==> src/rtl/clk_pattern_detector_pkg.sv <==
// clk_pattern_detector_pkg: lane checker states and clock-repair pattern constants shared with the generator
package clk_pattern_detector_pkg;

    typedef enum logic [1:0] {HUNT, BURST, GAP} lane_state_e;

    localparam int HIGH_CYCLES_DEF    = 32;
    localparam int LOW_CYCLES_DEF     = 16;
    localparam int LOW_SLACK_DEF      = 2;
    localparam int PASS_THRESHOLD_DEF = 16;
    localparam int CNT_W_DEF          = 8;

endpackage

==> src/rtl/clk_pattern_detector_lane.sv <==
// clk_lane_checker: validates one lane's burst/gap pattern and flags a run of consecutive good iterations
module clk_lane_checker
    import clk_pattern_detector_pkg::*;
#(
    parameter int HIGH_CYCLES    = HIGH_CYCLES_DEF,
    parameter int LOW_CYCLES     = LOW_CYCLES_DEF,
    parameter int LOW_SLACK      = LOW_SLACK_DEF,
    parameter int PASS_THRESHOLD = PASS_THRESHOLD_DEF,
    parameter int CNT_W          = CNT_W_DEF
) (
    input  logic i_clk1,
    input  logic i_rst_n,
    input  logic sample,
    input  logic start,
    input  logic active,
    input  logic stop,
    output logic pass
);

    localparam logic [5:0] HIGH6 = 6'(HIGH_CYCLES);
    localparam logic [5:0] LOW6  = 6'(LOW_CYCLES);
    localparam logic [5:0] MAX6  = 6'(LOW_CYCLES + LOW_SLACK);

    lane_state_e      st, st_n, cs;
    logic [5:0]       pos, pos_n, cp;
    logic             prev, prev_n, pass_n;
    logic [CNT_W-1:0] cons, cons_n, cc, cons_inc;

    always_ff @(posedge i_clk1 or negedge i_rst_n) begin
        if (!i_rst_n) begin
            st   <= HUNT;
            pos  <= '0;
            prev <= 1'b0;
            cons <= '0;
            pass <= 1'b0;
        end else begin
            st   <= st_n;
            pos  <= pos_n;
            prev <= prev_n;
            cons <= cons_n;
            pass <= pass_n;
        end
    end

    // A window start resets the lane and the same edge already evaluates its first sample
    always_comb begin
        cs       = start ? HUNT : st;
        cp       = start ? '0 : pos;
        cc       = start ? '0 : cons;
        cons_inc = &cc ? cc : cc + CNT_W'(1);
        st_n     = cs;
        pos_n    = cp;
        prev_n   = prev;
        cons_n   = cc;
        if (stop) begin
            st_n   = HUNT;
            pos_n  = '0;
            cons_n = (cs == GAP && cp >= LOW6) ? cons_inc : cc;
        end else if (active) begin
            case (cs)
                BURST: begin
                    if (sample == prev) begin
                        st_n   = HUNT;
                        cons_n = '0;
                        pos_n  = {5'b0, ~sample};
                    end else if (cp + 6'd1 == HIGH6) begin
                        st_n  = GAP;
                        pos_n = 6'd1;
                    end else begin
                        pos_n  = cp + 6'd1;
                        prev_n = sample;
                    end
                end
                GAP: begin
                    if (!sample) begin
                        pos_n = cp + 6'd1;
                        if (cp + 6'd1 > MAX6) begin
                            st_n   = HUNT;
                            cons_n = '0;
                        end
                    end else if (cp >= LOW6) begin
                        st_n   = BURST;
                        pos_n  = 6'd1;
                        prev_n = 1'b1;
                        cons_n = cons_inc;
                    end else begin
                        st_n   = HUNT;
                        pos_n  = '0;
                        cons_n = '0;
                    end
                end
                default: begin
                    if (!sample) begin
                        pos_n = &cp ? cp : cp + 6'd1;
                    end else if (cp >= LOW6 || start) begin
                        st_n   = BURST;
                        pos_n  = 6'd1;
                        prev_n = 1'b1;
                    end else begin
                        pos_n = '0;
                    end
                end
            endcase
        end
        pass_n = (start ? 1'b0 : pass) | (cons_n >= CNT_W'(PASS_THRESHOLD));
    end

endmodule

==> src/rtl/clk_pattern_detector.sv <==
// clk_pattern_detector: window edge detection and per-lane result reporting for the repair-clock check
module clk_pattern_detector
    import clk_pattern_detector_pkg::*;
#(
    parameter int HIGH_CYCLES    = HIGH_CYCLES_DEF,
    parameter int LOW_CYCLES     = LOW_CYCLES_DEF,
    parameter int LOW_SLACK      = LOW_SLACK_DEF,
    parameter int PASS_THRESHOLD = PASS_THRESHOLD_DEF,
    parameter int CNT_W          = CNT_W_DEF
) (
    input  logic       i_clk1,
    input  logic       i_rst_n,
    input  logic       i_enable,
    input  logic       i_ckp,
    input  logic       i_ckn,
    input  logic       i_track,
    output logic [2:0] o_result,
    output logic       o_done,
    output logic       o_busy
);

    logic       enable_q, done_pend, start, stop;
    logic [2:0] lane_in, pass;

    assign start   = i_enable & ~enable_q;
    assign stop    = ~i_enable & enable_q;
    assign lane_in = {i_track, i_ckn, i_ckp};

    genvar l;
    for (l = 0; l < 3; l++) begin : g_lane
        clk_lane_checker #(
            .HIGH_CYCLES   (HIGH_CYCLES),
            .LOW_CYCLES    (LOW_CYCLES),
            .LOW_SLACK     (LOW_SLACK),
            .PASS_THRESHOLD(PASS_THRESHOLD),
            .CNT_W         (CNT_W)
        ) u_lane (
            .i_clk1 (i_clk1),
            .i_rst_n(i_rst_n),
            .sample (lane_in[l]),
            .start  (start),
            .active (i_enable),
            .stop   (stop),
            .pass   (pass[l])
        );
    end

    // Result is taken one edge after the stop so the lanes' final-iteration credit is included
    always_ff @(posedge i_clk1 or negedge i_rst_n) begin
        if (!i_rst_n) begin
            enable_q  <= 1'b0;
            done_pend <= 1'b0;
            o_done    <= 1'b0;
            o_busy    <= 1'b0;
            o_result  <= '0;
        end else begin
            enable_q  <= i_enable;
            done_pend <= stop;
            o_done    <= done_pend;
            if (done_pend) begin
                o_result <= pass;
                o_busy   <= 1'b0;
            end
            if (start) begin
                o_result <= '0;
                o_busy   <= 1'b1;
            end
        end
    end

endmodule
==> config.mk <==
export PLATFORM = sky130hd
export DESIGN_NAME = clk_pattern_detector
export DESIGN_NICKNAME = d
export VERILOG_FILES = /design/src/rtl/clk_pattern_detector_pkg.sv /design/src/rtl/clk_pattern_detector_lane.sv /design/src/rtl/clk_pattern_detector.sv
export SDC_FILE = /design/constraint.sdc
export NUM_CORES = 1
export LEC_CHECK = 0
export CORE_UTILIZATION = 50
export CTS_CLUSTER_SIZE = 16
export DETAILED_ROUTE_END_ITERATION = 7
export PLACE_DENSITY = 0.66
export SYNTH_ARGS = -nofsm -noshare
export SYNTH_HDL_FRONTEND = slang
export SYNTH_SLANG_ARGS = --single-unit
==> constraint.sdc <==
create_clock -name i_clk1 -period 3.8 [get_ports i_clk1]
set_input_delay 0.38 -clock i_clk1 [delete_from_list [all_inputs] [get_ports i_clk1]]
set_output_delay 0.38 -clock i_clk1 [all_outputs]
set_load 0.01 [all_outputs]
# ---- Word-level counts from Yosys, hierarchy flattened
# Cells that the tools add are included.
dict set report word_totals {
  ff_bits 61
  inputBits 6
  output_inout_bits 5
  wordCells 216
}
dict set report classes {
  add_sub_neg 6
  n_lt_le_gt_ge 9
  n_eq_ne 24
  n_mux 124
  bitwise_logic 11
  n_reduce_logical 22
}
# operator n
set op_table {}
lappend op_table {{two-way mux 8 bit} 27}
lappend op_table {{two-way mux 6 bit} 24}
lappend op_table {{two-way mux 2 bit} 27}
lappend op_table {{case mux 8 bit (2 select lines)} 3}
lappend op_table {{AND reduction 8 bit} 6}
lappend op_table {{case mux 6 bit (2 select lines)} 3}
lappend op_table {{two-way mux 1 bit} 32}
lappend op_table {{adder 8 x 1 -> 8 bit, second input constant} 3}
lappend op_table {{>= comparator 8 x 5 -> 1 bit, second input constant} 3}
lappend op_table {{!= test 2 bit, second input constant} 12}
lappend op_table {{adder 6 x 1 -> 6 bit, second input constant} 3}
lappend op_table {{== test 6 bit, second input constant} 3}
lappend op_table {{>= comparator 6 x 5 -> 1 bit, second input constant} 3}
lappend op_table {{> comparator 6 x 5 -> 1 bit, second input constant} 3}
lappend op_table {{AND reduction 6 bit} 3}
lappend op_table {{case mux 2 bit (2 select lines)} 3}
lappend op_table {{nonzero test 3 bit} 3}
lappend op_table {{nonzero test 2 bit} 4}
lappend op_table {{== test 2 x 1 -> 1 bit, second input constant} 3}
lappend op_table {{== test 2 bit, second input constant} 3}
lappend op_table {{two-way mux 3 bit} 2}
lappend op_table {{inverter 1 bit} 6}
lappend op_table {{case mux 1 bit (2 select lines)} 3}
lappend op_table {{== test 1 bit} 3}
lappend op_table {{other kinds (4)} 11}

# ---- Depth between registers and ports, before layout
# Gate-level depths: netlist of the first run.
dict set report depth {
  word_depth 12
  mapped_depth 18
  mapped_depth_nobuf 11
}

# ---- Cells and area by module
# Synthesis of the first run repeated with hierarchy kept, for this count alone.
dict set report hier_totals {
  hier_cells 723
  area_unflattened_um2 5708.0
}
# mod n_inst cells_per_inst area_per_inst_um2 seq_area_each_um2
set by_module_without_submodules {}
lappend by_module_without_submodules {{clk_lane_checker (g_lane[1].u_lane)} 1 240 1883.1 450.4}
lappend by_module_without_submodules {{clk_lane_checker (g_lane[2].u_lane)} 1 247 1858.0 450.4}
lappend by_module_without_submodules {{clk_lane_checker (g_lane[0].u_lane)} 1 219 1724.2 450.4}
lappend by_module_without_submodules {clk_pattern_detector 1 17 242.7 175.2}

# ---- Worst setup path before layout of the first run
# OpenSTA, ideal clock, no wires.
dict set report synth_timing {
  path_type {input to register}
  start {in i_enable}
  end {reg g_lane[0].u_lane.pass}
  setup_time_ps 139
  arrival_time_ps 3605
  required_time_ps 3661
  path_slack_ps 56
  stages 18
  n_path_buf 8
  path_cell_list {buf_6 nand2b_1 buf_2 buf_2 buf_2 buf_1 clkbuf_1 and2_1 inv_1 ha_1 clkbuf_1 and3_1 buf_2 and3_1 a221oi_1 a221oi_1 o21a_1 or4b_1}
}
dict set report synth_between {
  elab_chain_len 11
  word_cells_on_any_way 26
  cone_classes {add/sub: 2; order compare: 3; eq/ne: 2; mux: 13; bitwise: 4; reduce/logical: 2}
}
# element line_no
set synth_rtl {}
lappend synth_rtl {{from (decl)} clk_pattern_detector.sv:13} ;# input logic i_enable,
lappend synth_rtl {{AND 1 bit} clk_pattern_detector.sv:25} ;# assign start = i_enable & ~enable_q;
lappend synth_rtl {{two-way mux 6 bit / two-way mux 8 bit (equally long branches)} {clk_pattern_detector_lane.sv:48, clk_pattern_detector_lane.sv:49}}
lappend synth_rtl {{adder 6 x 1 -> 6 bit (tied with other cells)} clk_pattern_detector_lane.sv:77} ;# if (cp + 6'd1 > MAX6) begin
lappend synth_rtl {{> comparator 6 x 5 -> 1 bit / two-way mux 8 bit (equally long branches)} {clk_pattern_detector_lane.sv:77, clk_pattern_detector_lane.sv:50}}
lappend synth_rtl {{two-way mux 8 bit (on tied branches)} {clk_pattern_detector_lane.sv:77, clk_pattern_detector_lane.sv:81}}
lappend synth_rtl {{two-way mux 8 bit} clk_pattern_detector_lane.sv:75} ;# if (!sample) begin
lappend synth_rtl {{case mux 8 bit (2 select lines)} clk_pattern_detector_lane.sv:60} ;# case (cs)
lappend synth_rtl {{two-way mux 8 bit} clk_pattern_detector_lane.sv:59} ;# end else if (active) begin
lappend synth_rtl {{two-way mux 8 bit *} clk_pattern_detector_lane.sv:55} ;# if (stop) begin
lappend synth_rtl {{via g_lane[0].u_lane.cons_n[5]} clk_pattern_detector_lane.sv:27} ;# logic [CNT_W-1:0] cons, cons_n, cc, cons_inc;
lappend synth_rtl {{>= comparator 8 x 5 -> 1 bit *} clk_pattern_detector_lane.sv:105} ;# pass_n = (start ? 1'b0 : pass) | (cons_n >= CNT_W'(PASS_THRESHOLD));
lappend synth_rtl {{OR 1 bit *} clk_pattern_detector_lane.sv:105}
lappend synth_rtl {{via g_lane[0].u_lane.pass_n} clk_pattern_detector_lane.sv:26} ;# logic prev, prev_n, pass_n;
lappend synth_rtl {{to (signal assigned)} clk_pattern_detector_lane.sv:41} ;# pass <= pass_n;
lappend synth_rtl {{to (decl)} clk_pattern_detector_lane.sv:17} ;# output logic pass
# Mark *: on every way through the listed nets, which the timed path passes. The rest lies on a longest branch.
# A chain may end at the register's enable or synchronous reset.

# ---- Worst setup path after layout of the first run
dict set report layout_timing {
  start {in i_enable}
  end {reg g_lane[2].u_lane.cons[3]}
}
dict set report layout_between {
  elab_chain_len 9
  word_cells_on_any_way 23
  cone_classes {add/sub: 2; order compare: 2; eq/ne: 2; mux: 12; bitwise: 3; reduce/logical: 2}
}
# element line_no
set layout_rtl {}
lappend layout_rtl {{AND 1 bit} clk_pattern_detector.sv:25}
lappend layout_rtl {{two-way mux 6 bit / two-way mux 8 bit (equally long branches)} {clk_pattern_detector_lane.sv:48, clk_pattern_detector_lane.sv:49}}
lappend layout_rtl {{adder 6 x 1 -> 6 bit (tied with other cells)} clk_pattern_detector_lane.sv:77}
lappend layout_rtl {{> comparator 6 x 5 -> 1 bit / two-way mux 8 bit (equally long branches)} {clk_pattern_detector_lane.sv:77, clk_pattern_detector_lane.sv:50}}
lappend layout_rtl {{two-way mux 8 bit (on tied branches)} {clk_pattern_detector_lane.sv:77, clk_pattern_detector_lane.sv:81}}
lappend layout_rtl {{two-way mux 8 bit} clk_pattern_detector_lane.sv:75}
lappend layout_rtl {{case mux 8 bit (2 select lines)} clk_pattern_detector_lane.sv:60}
lappend layout_rtl {{two-way mux 8 bit} clk_pattern_detector_lane.sv:59}
lappend layout_rtl {{two-way mux 8 bit *} clk_pattern_detector_lane.sv:55}
lappend layout_rtl {{via g_lane[2].u_lane.cons_n[3]} clk_pattern_detector_lane.sv:27}
lappend layout_rtl {{to (signal assigned)} clk_pattern_detector_lane.sv:40} ;# cons <= cons_n;
lappend layout_rtl {{to (decl)} clk_pattern_detector_lane.sv:27}
# Marked as above.

==> results of run 1 <==
[power groups by stage]
stage | clock network, mW | logic [mW] | registers (mW)
floorplan | 0 | 0.279 | 0.743
global placement | 0 | 0.390 | 0.756
detailed placement | 0 | 0.400 | 0.757
CTS | 0.655 | 0.402 | 0.745
global route | 0.684 | 0.450 | 0.753
finish | 0.637 | 0.408 | 0.747
[registers in the layout (all words and copies together), names as in the netlist]
register            cells
enable_q                1
g_lane.u_lane.st        6
o_busy                  1
o_result                3
o_done                  1
g_lane.u_lane.cons     24
g_lane.u_lane.pos      18
g_lane.u_lane.pass      3
g_lane.u_lane.prev      3
done_pend               1
[cells in the mapped netlist (5+ instances only)]
master	n
a21o_1	5
a21oi_1	65
a221oi_1	5
a22oi_1	7
a31oi_1	20
a32o_1	5
a32oi_1	5
and2_1	24
and3_1	13
buf_2	9
clkbuf_1	33
dfrtp_1	61
ha_1	15
inv_1	23
mux2i_1	12
nand2_1	96
nand2b_1	11
nand3_1	31
nand4_1	11
nor2_1	66
nor3_1	13
nor4_1	5
o211ai_1	6
o21a_1	5
o21ai_0	56
o22ai_1	11
o31ai_1	5
or3_1	8
xnor2_1	6
xor2_1	11
[routing by layer]
| layer | vias to the layer above | global-route usage (%) |
|---|---|---|
| met3 | 52 | 5.70 |
| met1 | 2786 | 41.6 |
| met5 | - | 0 |
| li1 | 2731 | - |
| met2 | 341 | 46.6 |
| met4 | 0 | 14.9 |
[final timing paths]
kind,from,to,cells past startpoint
max in group asynchronous,i_rst_n,enable_q,2
min,i_rst_n,g_lane[2].u_lane.cons[2],1
min in group i_clk1,g_lane[0].u_lane.st[0],g_lane[0].u_lane.st[0],2
min reg2reg,g_lane[0].u_lane.st[0],g_lane[0].u_lane.st[0],2
max reg2reg,enable_q,g_lane[2].u_lane.cons[3],11
max,i_enable,g_lane[2].u_lane.cons[3],12
[critical path, delay by kind of cell]
| kind | cells | cell delay [ps] |
|---|---|---|
| buf+inv | 3 | 850 |
| compound gates | 4 | 820 |
| simple gates | 4 | 1150 |
| fa+ha+maj | 1 | 270 |
[through the flow]
step | worst slack, ps | total power, mW | util (%) | hold slack (ps) | cells
after CTS | 610 | 1.80 | 57.1 | 170 | 880
after global routing | 322 | 1.89 | 57.1 | 222 | 880
final | 538 | 1.79 | 57.1 | 146 | 880
after floorplan | 56.0 | 1.02 | - | 84.4 | 737
after detailed placement | 222 | 1.16 | 55.1 | 500 | 864
after global placement | 308 | 1.15 | 55.1 | 477 | 864
[cell families (layout without fill, tap and decap cells)]
group	after synthesis	in the layout	share of synthesized area, %
adder cells (fa/ha/maj)	17	17	3.80
flip-flops	61	61	27.9
AND/OR/NAND/NOR	309	309	28.1
AO/OA/AOI/OAI	248	248	29.5
buffers and inverters	72	79	5.50
multiplexers	13	13	2.41
XOR/XNOR	17	17	2.73
[final cells by class]
type / instances / area (um^2) / share of cell area (%)
tap: 136 / 170 / 2.85
multi-input combinational: 604 / 3640 / 60.9
clock inverter: 5 / 75.1 / 1.26
clock buffer: 11 / 131 / 2.20
inverter: 23 / 86.3 / 1.45
sequential: 61 / 1530 / 25.6
timing repair buffer: 40 / 345 / 5.78
==> metrics.md, run 1 <==
| Metric | Value |
|---|---|
| Outcome | complete, no violations |
| CTS clk-pin slew, worst paths | 70 ps |
| Worst rel slew slack | 38.5% |
| CTS Buf Count | 9 |
| Layout area overhead | 9.35% |
| Detailed-routed wire length on met2 | 7320 um |
| Required time worst endpoint | 4030 ps |
| Top cell by count, worst path | o21ai_0 |
| VDD IR max | 0.239 mV |
| Initial antenna violation count | 0 |
| 1st-iter DRT viols | 508 |
| Internal reg-to-reg setup slack | 610 ps |
| Cts hold-fix bufs | 0 |
| Area contributors post-synth | dfrtp_1 (28%), nand2_1 (6.6%), a21oi_1 (6.0%), o21ai_0 (5.1%), nor2_1 (4.5%) |
| Post-route design area | 5970 um^2 |
| Share of cells above drive strength 1 | 7.93% |
| I/O pins | 11 |
| Vias in the first global route | 5529 |
| Switching power total | 0.569 mW |
| Max layer used | met4 |
| Routed len/inst | 18.6 um |
| Final setup TNS | 0 ps |
| Fin crit share | 85.9% |
| Startpoint Class | input pin |
| CP Capture Type | flop |
| Final setup violation count | 0 |
| Internal power | 1.22 mW |
| Async S/R FF share, synth | 100% |
| Layout fillers | 1000 |
| DRC | 0 |
| Clk pwr share | 35.6% |
| First drt pass iteration count | 5 |
| Tot GR Track Use | 30.6% |
| Logic gate share of total power | 22.8% |
| Syn_area_per_cell | 7.41 um^2 |
| Detail Placement HPWL | 11100 um |
| Largest area contributor in the netlist | dfrtp_1 |
| Worst EP arrival | 3490 ps |
| Die X | 107 um |
| Initial Utilization | 52.2% |
| Crit path kind | input pin to flop |
| Gates resized, CTS repair | 0 |
| Final hold vios | 0 |
| Max-cap viol count | 0 |
| Synth Instances | 737 |
| Most common flop cell mapped by yosys | dfrtp_1 |
| Area post-placement | 5770 um^2 |
| Mapped cell area | 5460 um^2 |
| Met3 wire length | 1410 um |
| Worst Max-Slew Pin Slew | 923 ps |
| Vias | 5910 |
| Worst-case clock skew | 15.6 ps |
| Root Buffer | clkbuf_8 |
| CP max stage delay | 540 ps |
| Die Y | 107 um |
| CORE AREA | 10500 um^2 |
| Vias per cell | 6.72 |
| Die ar. | 11300 um^2 |
| I/O Buffers | 10 |
| Switching share of power | 31.7% |
| Worst hold path type | input pin to asynchronous set/reset pin |
| TritonCTS clock tree | built |
| Final wirelength | 16400 um |
| Bufs on Longest Clock Path | 2 |
| Flop pwr share | 41.7% |
| Yosys reg bits | 61 |
| Pwr dens | 300 nW/um^2 |
| First-pass GRT wire length | 27600 um |
| Final net count | 760 |
| CP max stage cell | clkdlybuf4s50_1 |
| Final Slew Violations | 0 |
| Grt total ovfl | 0 |
| Max frequency | 307 MHz |
| Most frequent cells in the layout | nand2_1 (96), nor2_1 (66), a21oi_1 (65), dfrtp_1 (61), o21ai_0 (56) |
| Static leakage | 2.36 nW |
| Post-layout min period | 3260 ps |
| Worst-Skew Late Latency | 360 ps |
| # H-tree levels | 3 |
| Final ANT Viol Nets | 0 |
| Met1 WL | 7190 um |
| Synth top area share | 27.9% |
| Final Wtd Congestion | 0.948 |
| Commonest non-fill, non-tap cell in the layout | nand2_1 |
| Cell variety after synth | 78 |
| Diode count | 0 |
| Seq/Total Area, Yosys | 27.9% |
| Crit path max fanout | 17 |
| FP Rows | 37 |
| Unrepaired setup endpoints after global routing | false |
| CTS sink cnt | 61 |
| Synth Warn # | 0 |
| Crit-path cells | clkdlybuf4s50_1, nand2b_2, buf_12, and2_1, inv_1, ha_1, o21ai_0, nor2_1, nand2_1, o311a_1, a21oi_1, o21ai_0 |
| Post-synth EDFFs | 0 |
| Syn_nets | 758 |
| Largest net degree at the start of global routing | 44 |
| Postcts setup bufs | 0 |
Note: power is estimated with default switching activity, not from simulation.
==> inputs of run 2 (changes only) <==
Settings changed: ABC_AREA set to 1.
==> metrics.md, run 2 <==
| Metric | Value |
|---|---|
| Commonest non-fill, non-tap cell in the layout | nand2_1 |
| Pwr dens | 346 nW/um^2 (+15%) |
| Root Buffer | clkbuf_8 |
| Layout fillers | 1058 (+5.8%) |
| Pwr Total | 2.03 mW (+13%) |
| Synth top area share | 28.0% (+0.045 points) |
| Cell variety after synth | 38 (-51%) |
| Synth top cells by count | nand2_1 (278), inv_1 (116), nand3_1 (75) |
| Syn_nets | 914 (+21%) |
| Largest area contributor in the netlist | dfrtp_1 |
| Final Slew Violations | 0 (unchanged) |
| Bufs on Longest Clock Path | 2 (unchanged) |
| Unrepaired setup endpoints after global routing | false |
| Routed len/inst | 14.2 um (-24%) |
| CTS clk-pin slew, worst paths | 80 ps (about the same) |
| Gates resized, CTS repair | 0 (unchanged) |
| CTS sink cnt | 61 (unchanged) |
| Most common flop cell mapped by yosys | dfrtp_1 |
| Largest register FFs | 24 (unchanged) |
| Largest net degree at the start of global routing | 34 (-23%) |
| Die ar. | 11300 um^2 (-0.16%) |
| CTS Buf Count | 9 (unchanged) |
| Synth Instances | 893 (+21%) |
| DRC | 0 (unchanged) |
| FP Rows | 37 (unchanged) |
| Die X | 106 um (about the same) |
| Post-synth EDFFs | 0 (unchanged) |
| Crit path max fanout | 23 (+6) |
| Post-place setup slack | 546 ps (+324 ps) |
| Startpoint Class | flop |
| Final setup TNS | 0 ps (unchanged) |
| Final net count | 918 (+21%) |
| Fin crit share | 79.9% (-6.0 points) |
| Outcome | complete, no violations |
| Area contributors post-synth | dfrtp_1 (28%), nand2_1 (19%), inv_1 (8.0%), nand3_1 (6.9%), a21oi_1 (6.4%) |
| Cts hold-fix bufs | 0 (unchanged) |
| Die Y | 106 um (about the same) |
| Static leakage | 3.10 nW (+31%) |
| Final setup violation count | 0 (unchanged) |
| Initial antenna violation count | 0 (unchanged) |
| VDD IR max | 0.232 mV (-2.8%) |
| Postcts setup bufs | 0 (unchanged) |
| Layout area overhead | 7.50% |
| Worst hold path type | input pin to asynchronous set/reset pin |
| Crit path kind | flop to flop |
| CP Capture Type | flop |
| Worst Max-Slew Pin Slew | 808 ps (-115 ps) |
| Worst-case clock skew | 20.0 ps (+4.48 ps) |
| Fin cells | 1038 (+18%) |
| Critical R2R Launch | enable_q |
| Final ANT Viol Nets | 0 (unchanged) |
| Final wirelength | 14700 um (-10%) |
| Final hold vios | 0 (unchanged) |
| Largest regs | g_lane.u_lane.cons (24), g_lane.u_lane.pos (18), g_lane.u_lane.st (6) |
| Vias per cell | 5.61 (-16%) |
| Final WS setup | 764 ps (+227 ps) |
| CP Launch Point | enable_q |
| Dpl cells | 1022 (+18%) |
| Largest reg by FF count | g_lane.u_lane.cons |
| Async S/R FF share, synth | 100% (unchanged) |
| Most frequent cell after synthesis | nand2_1 |
| Detail Placement HPWL | 10800 um (-3.5%) |
| Worst-Skew Late Latency | 370 ps (about the same) |
| Yosys reg bits | 61 (unchanged) |
| Mapped cell area | 5450 um^2 (-0.16%) |
| Share of cells above drive strength 1 | 6.32% (-1.6 points) |
| Seq/Total Area, Yosys | 28.0% (+0.045 points) |
| Max frequency | 329 MHz (+7.5%) |
| Grt total ovfl | 0 (unchanged) |
| Final Wtd Congestion | 0.907 (-4.3%) |
| Vias | 5823 (-1.5%) |
| Tot GR Track Use | 27.7% (-2.9 points) |
| First drt pass iteration count | 8 (+3) |
| Worst rel slew slack | 46.1% (+7.7 points) |
| Syn_area_per_cell | 6.11 um^2 (-18%) |
| TritonCTS clock tree | built |
| Max-cap viol count | 0 (unchanged) |
| Diode count | 0 (unchanged) |
| First-pass GRT wire length | 25100 um (-9.1%) |
| Most frequent cells in the layout | nand2_1 (278), inv_1 (116), nand3_1 (75), nor2_1 (70), a21oi_1 (70) |
| Initial Utilization | 52.1% (-0.084 points) |
| I/O pins | 11 (unchanged) |
| Worst EP arrival | 3280 ps (-210 ps) |
| I/O Buffers | 10 (unchanged) |
| 1st-iter DRT viols | 412 (-19%) |
| Synth Warn # | 0 (unchanged) |
| CORE AREA | 10500 um^2 (unchanged) |
| Post-layout min period | 3040 ps (-227 ps) |
| Vias in the first global route | 5485 (-0.80%) |
| Required time worst endpoint | 4050 ps (+20 ps) |
| # H-tree levels | 3 (unchanged) |
## run 2: changes by cell type in the layout (fill, tap and decap cells not counted), sizes merged, moves of 11 or more
cell    previous run  this run
and2              25         1
and3              13         0
buf               31        12
inv               23       119
mux2i             12         0
nand2             96       286
nand2b            11         0
nand3             31        77
nor2              66        81
o21ai             58        77
o22ai             11         0
## run 2: path summary, 6_finish.rpt
kind	end	slack, ps	cells after the start
setup / recovery	g_lane[0].u_lane.pass	760	15
hold / removal	g_lane[0].u_lane.prev	100	1
setup reg to reg	g_lane[0].u_lane.pass	760	15
hold reg to reg	o_done	440	0
max in group asynchronous	g_lane[0].u_lane.pass	2820	2
min in group i_clk1	o_done	440	0
## run 2: kinds of logic after synthesis
group	Yosys count	share of synthesized area [%]
AO/OA/AOI/OAI	182	18.3
adder cells (fa/ha/maj)	15	3.44
flip-flops	61	28.0
buffers and inverters	147	10.8
AND/OR/NAND/NOR	478	37.8
XOR/XNOR	10	1.61
## run 2: worst max-delay path, stage by stage (launching register included)
cell,delay [ps]
dfrtp_1,430
inv_2,290
nand2_4,270
nand2_1,180
inv_1,80
ha_1,360
nor2_1,370
inv_1,170
nor2_1,170
inv_1,120
a21oi_1,140
nand2_1,60
nand2_1,80
nand2_1,50
nor2_1,90
nand2_1,50
## run 2: cell type report
type	instances	area (um^2)	share of cell area, %
multi-input cells	685	3340	56.9
flip-flops and latches	61	1530	26.0
inverters	119	447	7.62
repair buffers	21	190	3.24
well taps	136	170	2.90
clock buffers	9	124	2.11
clock inverters	7	66.3	1.13
## run 2: metrics by stage
step | hold WS (ps) | util, % | area [um^2]
5_1_grt | 161 | 56.0 | 5860
3_5_place_dp | 431 | 54.2 | 5670
4_1_cts | 129 | 56.0 | 5860
6_report | 95.4 | 56.0 | 5860
3_3_place_gp | 431 | 54.2 | 5670
2_1_floorplan | 84.4 | - | 5450
## run 2: routing by layer
layer	routed length, um	global-route usage, %
met5	0	0
met4	463	13.0
met3	779	5.09
met2	6860	46.4
met1	6640	34.4
## run 2: power breakdown
part | internal (mW) | total, mW | switching [mW] | leakage [nW]
Clock | 0.299 | 0.589 | 0.290 | 0.0987
Combinational | 0.216 | 0.635 | 0.419 | 2.22
Sequential | 0.730 | 0.804 | 0.0735 | 0.787
Total | 1.25 | 2.03 | 0.783 | 3.10
==> inputs of run 3 (changes only) <==
Settings changed: PLACE_DENSITY 0.66 to 0.63.
Clock period 3.8 ns to 2.9 ns, I/O delays scaled along.
==> metrics.md, run 3 (same netlist as run 2, synthesis figures left out) <==
| Metric | Value |
|---|---|
| Post-place setup slack | -20.1 ps (-566 ps) |
| Final ANT Viol Nets | 0 (unchanged) |
| CP Launch Point | enable_q |
| Largest reg by FF count | g_lane.u_lane.cons |
| R2r endpoint | g_lane[0].u_lane.pass |
| Pwr dens | 474 nW/um^2 (+37%) |
| CP max stage delay | 420 ps (about the same) |
| Buf+Inv Stages, Crit Path | 3 (-1) |
| Crit path max fanout | 15 (-35%) |
| Worst EP arrival | 2810 ps (-470 ps) |
| CP max stage cell | dfrtp_1 |
| Die X | 106 um (unchanged) |
| Max frequency | 396 MHz (+20%) |
| DRC | 0 (unchanged) |
| Unrepaired setup endpoints after global routing | false |
| I/O Buffers | 10 (unchanged) |
| Vias in the first global route | 5772 (+5.2%) |
| Worst-case clock skew | 15.0 ps (-5.03 ps) |
| Root Buffer | clkbuf_8 |
| Crit-path cells | inv_2, nand2_4, buf_4, nand2_1, inv_1, ha_1, nand2_1, nor2_2, nand2_2, nand2_1, nand2_1, a21oi_1, nand2_1, nand2_1, nand2_1, nand2_1, nor2_1, nand2_1 |
| Grt total ovfl | 0 (unchanged) |
| I/O pins | 11 (unchanged) |
| Crit path kind | flop to flop |
| Vias | 5883 (+1.0%) |
| Startpoint Class | flop |
| Final hold vios | 0 (unchanged) |
| Worst hold path type | input pin to flop |
| Final WS setup | 375 ps (-389 ps) |
| Share of cells above drive strength 1 | 8.74% (+2.4 points) |
| Largest regs | g_lane.u_lane.cons (24), g_lane.u_lane.pos (18), g_lane.u_lane.st (6) |
| Hold path cells | 2 |
| Final net count | 943 (+2.7%) |
| Diode count | 0 (unchanged) |
| Most frequent cells in the layout | nand2_1 (278), inv_1 (116), nand3_1 (75), nor2_1 (70), a21oi_1 (70) |
| Die Y | 106 um (unchanged) |
| Post-layout min period | 2520 ps (-511 ps) |
| TritonCTS clock tree | built |
| Vias per cell | 5.53 (-1.3%) |
| # H-tree levels | 3 (unchanged) |
| Largest net degree at the start of global routing | 36 (+5.9%) |
| Initial Utilization | 52.1% (unchanged) |
| Final Wtd Congestion | 0.879 (-3.1%) |
| Initial antenna violation count | 0 (unchanged) |
| Required time worst endpoint | 3190 ps (-860 ps) |
| Max-cap viol count | 0 (unchanged) |
| Largest register FFs | 24 (unchanged) |
| Worst rel slew slack | 52.3% (+6.2 points) |
| Tot GR Track Use | 29.4% (+1.7 points) |
| Pwr Total | 2.90 mW (+43%) |
| VDD IR max | 0.236 mV (+1.9%) |
| CTS clk-pin slew, worst paths | 70 ps (about the same) |
| Routed len/inst | 14.5 um (+2.1%) |
| Die ar. | 11300 um^2 (unchanged) |
| Detail Placement HPWL | 11300 um (+5.5%) |
| Layout fillers | 1038 (-1.9%) |
| Fin crit share | 87.1% (+7.2 points) |
| Path depth of the worst reg2reg path | 18 (+3) |
| Worst Hold Launch | i_enable |
| Bufs on Longest Clock Path | 2 (unchanged) |
| Outcome | complete, no violations |
| Layout area overhead | 12.0% |
| Commonest non-fill, non-tap cell in the layout | nand2_1 |
| CTS Buf Count | 9 (unchanged) |
| 1st-iter DRT viols | 436 (+5.8%) |
| FP Rows | 37 (unchanged) |
| CP top delay family | simple AND/OR/NAND/NOR gates |
| CP Capture Type | flop |
| Worst Max-Slew Pin Slew | 715 ps (-92.7 ps) |
| Hold EP | enable_q |
| First-pass GRT wire length | 26700 um (+6.6%) |
| Static leakage | 3.25 nW (+4.6%) |
| CORE AREA | 10500 um^2 (unchanged) |
| Critical R2R Launch | enable_q |
| Final setup violation count | 0 (unchanged) |
| First drt pass iteration count | 5 (-3) |
| Final wirelength | 15400 um (+4.6%) |
| Worst-Skew Late Latency | 360 ps (about the same) |
| Final Slew Violations | 0 (unchanged) |
| Internal reg-to-reg setup slack | 380 ps (-390 ps) |
| Top cell by count, worst path | nand2_1 |
| CTS sink cnt | 61 (unchanged) |
run 3: cell type report:
class                           count  area, um^2  share of cell area (%)
Inverter                          119         447                    7.31
Clock buffer                        9         124                    2.03
Tap cell                          136         170                    2.79
Clock inverter                      7         123                    2.01
Sequential cell                    61        1530                    25.0
Multi-Input combinational cell    686        3340                    54.7
Timing Repair Buffer               45         375                    6.14
run 3: repair_timing:
action | in CTS | in global routing
hold buffers | 1 | 0
hold endpoints to repair | 6 | 0
setup endpoints to repair | 0 | 2
buffers inserted | 0 | 0
resized for setup | 0 | 1
run 3: power breakdown:
part | switching (mW) | internal, mW | leakage [nW] | total (mW)
Sequential | 0.0980 | 0.957 | 0.787 | 1.05
Clock | 0.378 | 0.575 | 0.116 | 0.952
Combinational | 0.569 | 0.321 | 2.34 | 0.890
run 3: worst max path at each step:
stage,end,slack [ps],cells past startpoint
2_1_floorplan,g_lane[0].u_lane.pass,120,19
3_3_place_gp,g_lane[0].u_lane.cons[3],40,16
3_5_place_dp,g_lane[0].u_lane.cons[3],-20,16
4_1_cts,g_lane[0].u_lane.cons[1],330,16
5_1_grt,g_lane[0].u_lane.pass,30,18
6_report,g_lane[0].u_lane.pass,380,18
run 3: per-stage QoR:
step	instances	setup TNS, ps	hold WS [ps]	area [um^2]	utilization, %
3_3_place_gp	1045	0	373	5840	55.9
2_1_floorplan	893	0	-5.59	5450	-
3_5_place_dp	1045	-57.6	385	5840	55.9
6_report	1063	0	431	6110	58.4
5_1_grt	1063	0	438	6110	58.4
4_1_cts	1062	0	449	6100	58.3
run 3: metal layers:
layer  global-route usage [%]  vias to the layer above  share of wire (%)
met5                        0                        -                  0
met4                     13.2                        0                3.2
met3                     3.25                       40                4.5
met2                     50.8                      196                 48
met1                     36.8                     2669                 44
li1                         -                     2978                  -
run 3: worst register-to-register path, delay by kind of cell (launching register included):
family	cells	cell delay [ps]
compound gates	1	140
simple gates	13	1280
flops	1	420
buf+inv	3	430
fa+ha+maj	1	180
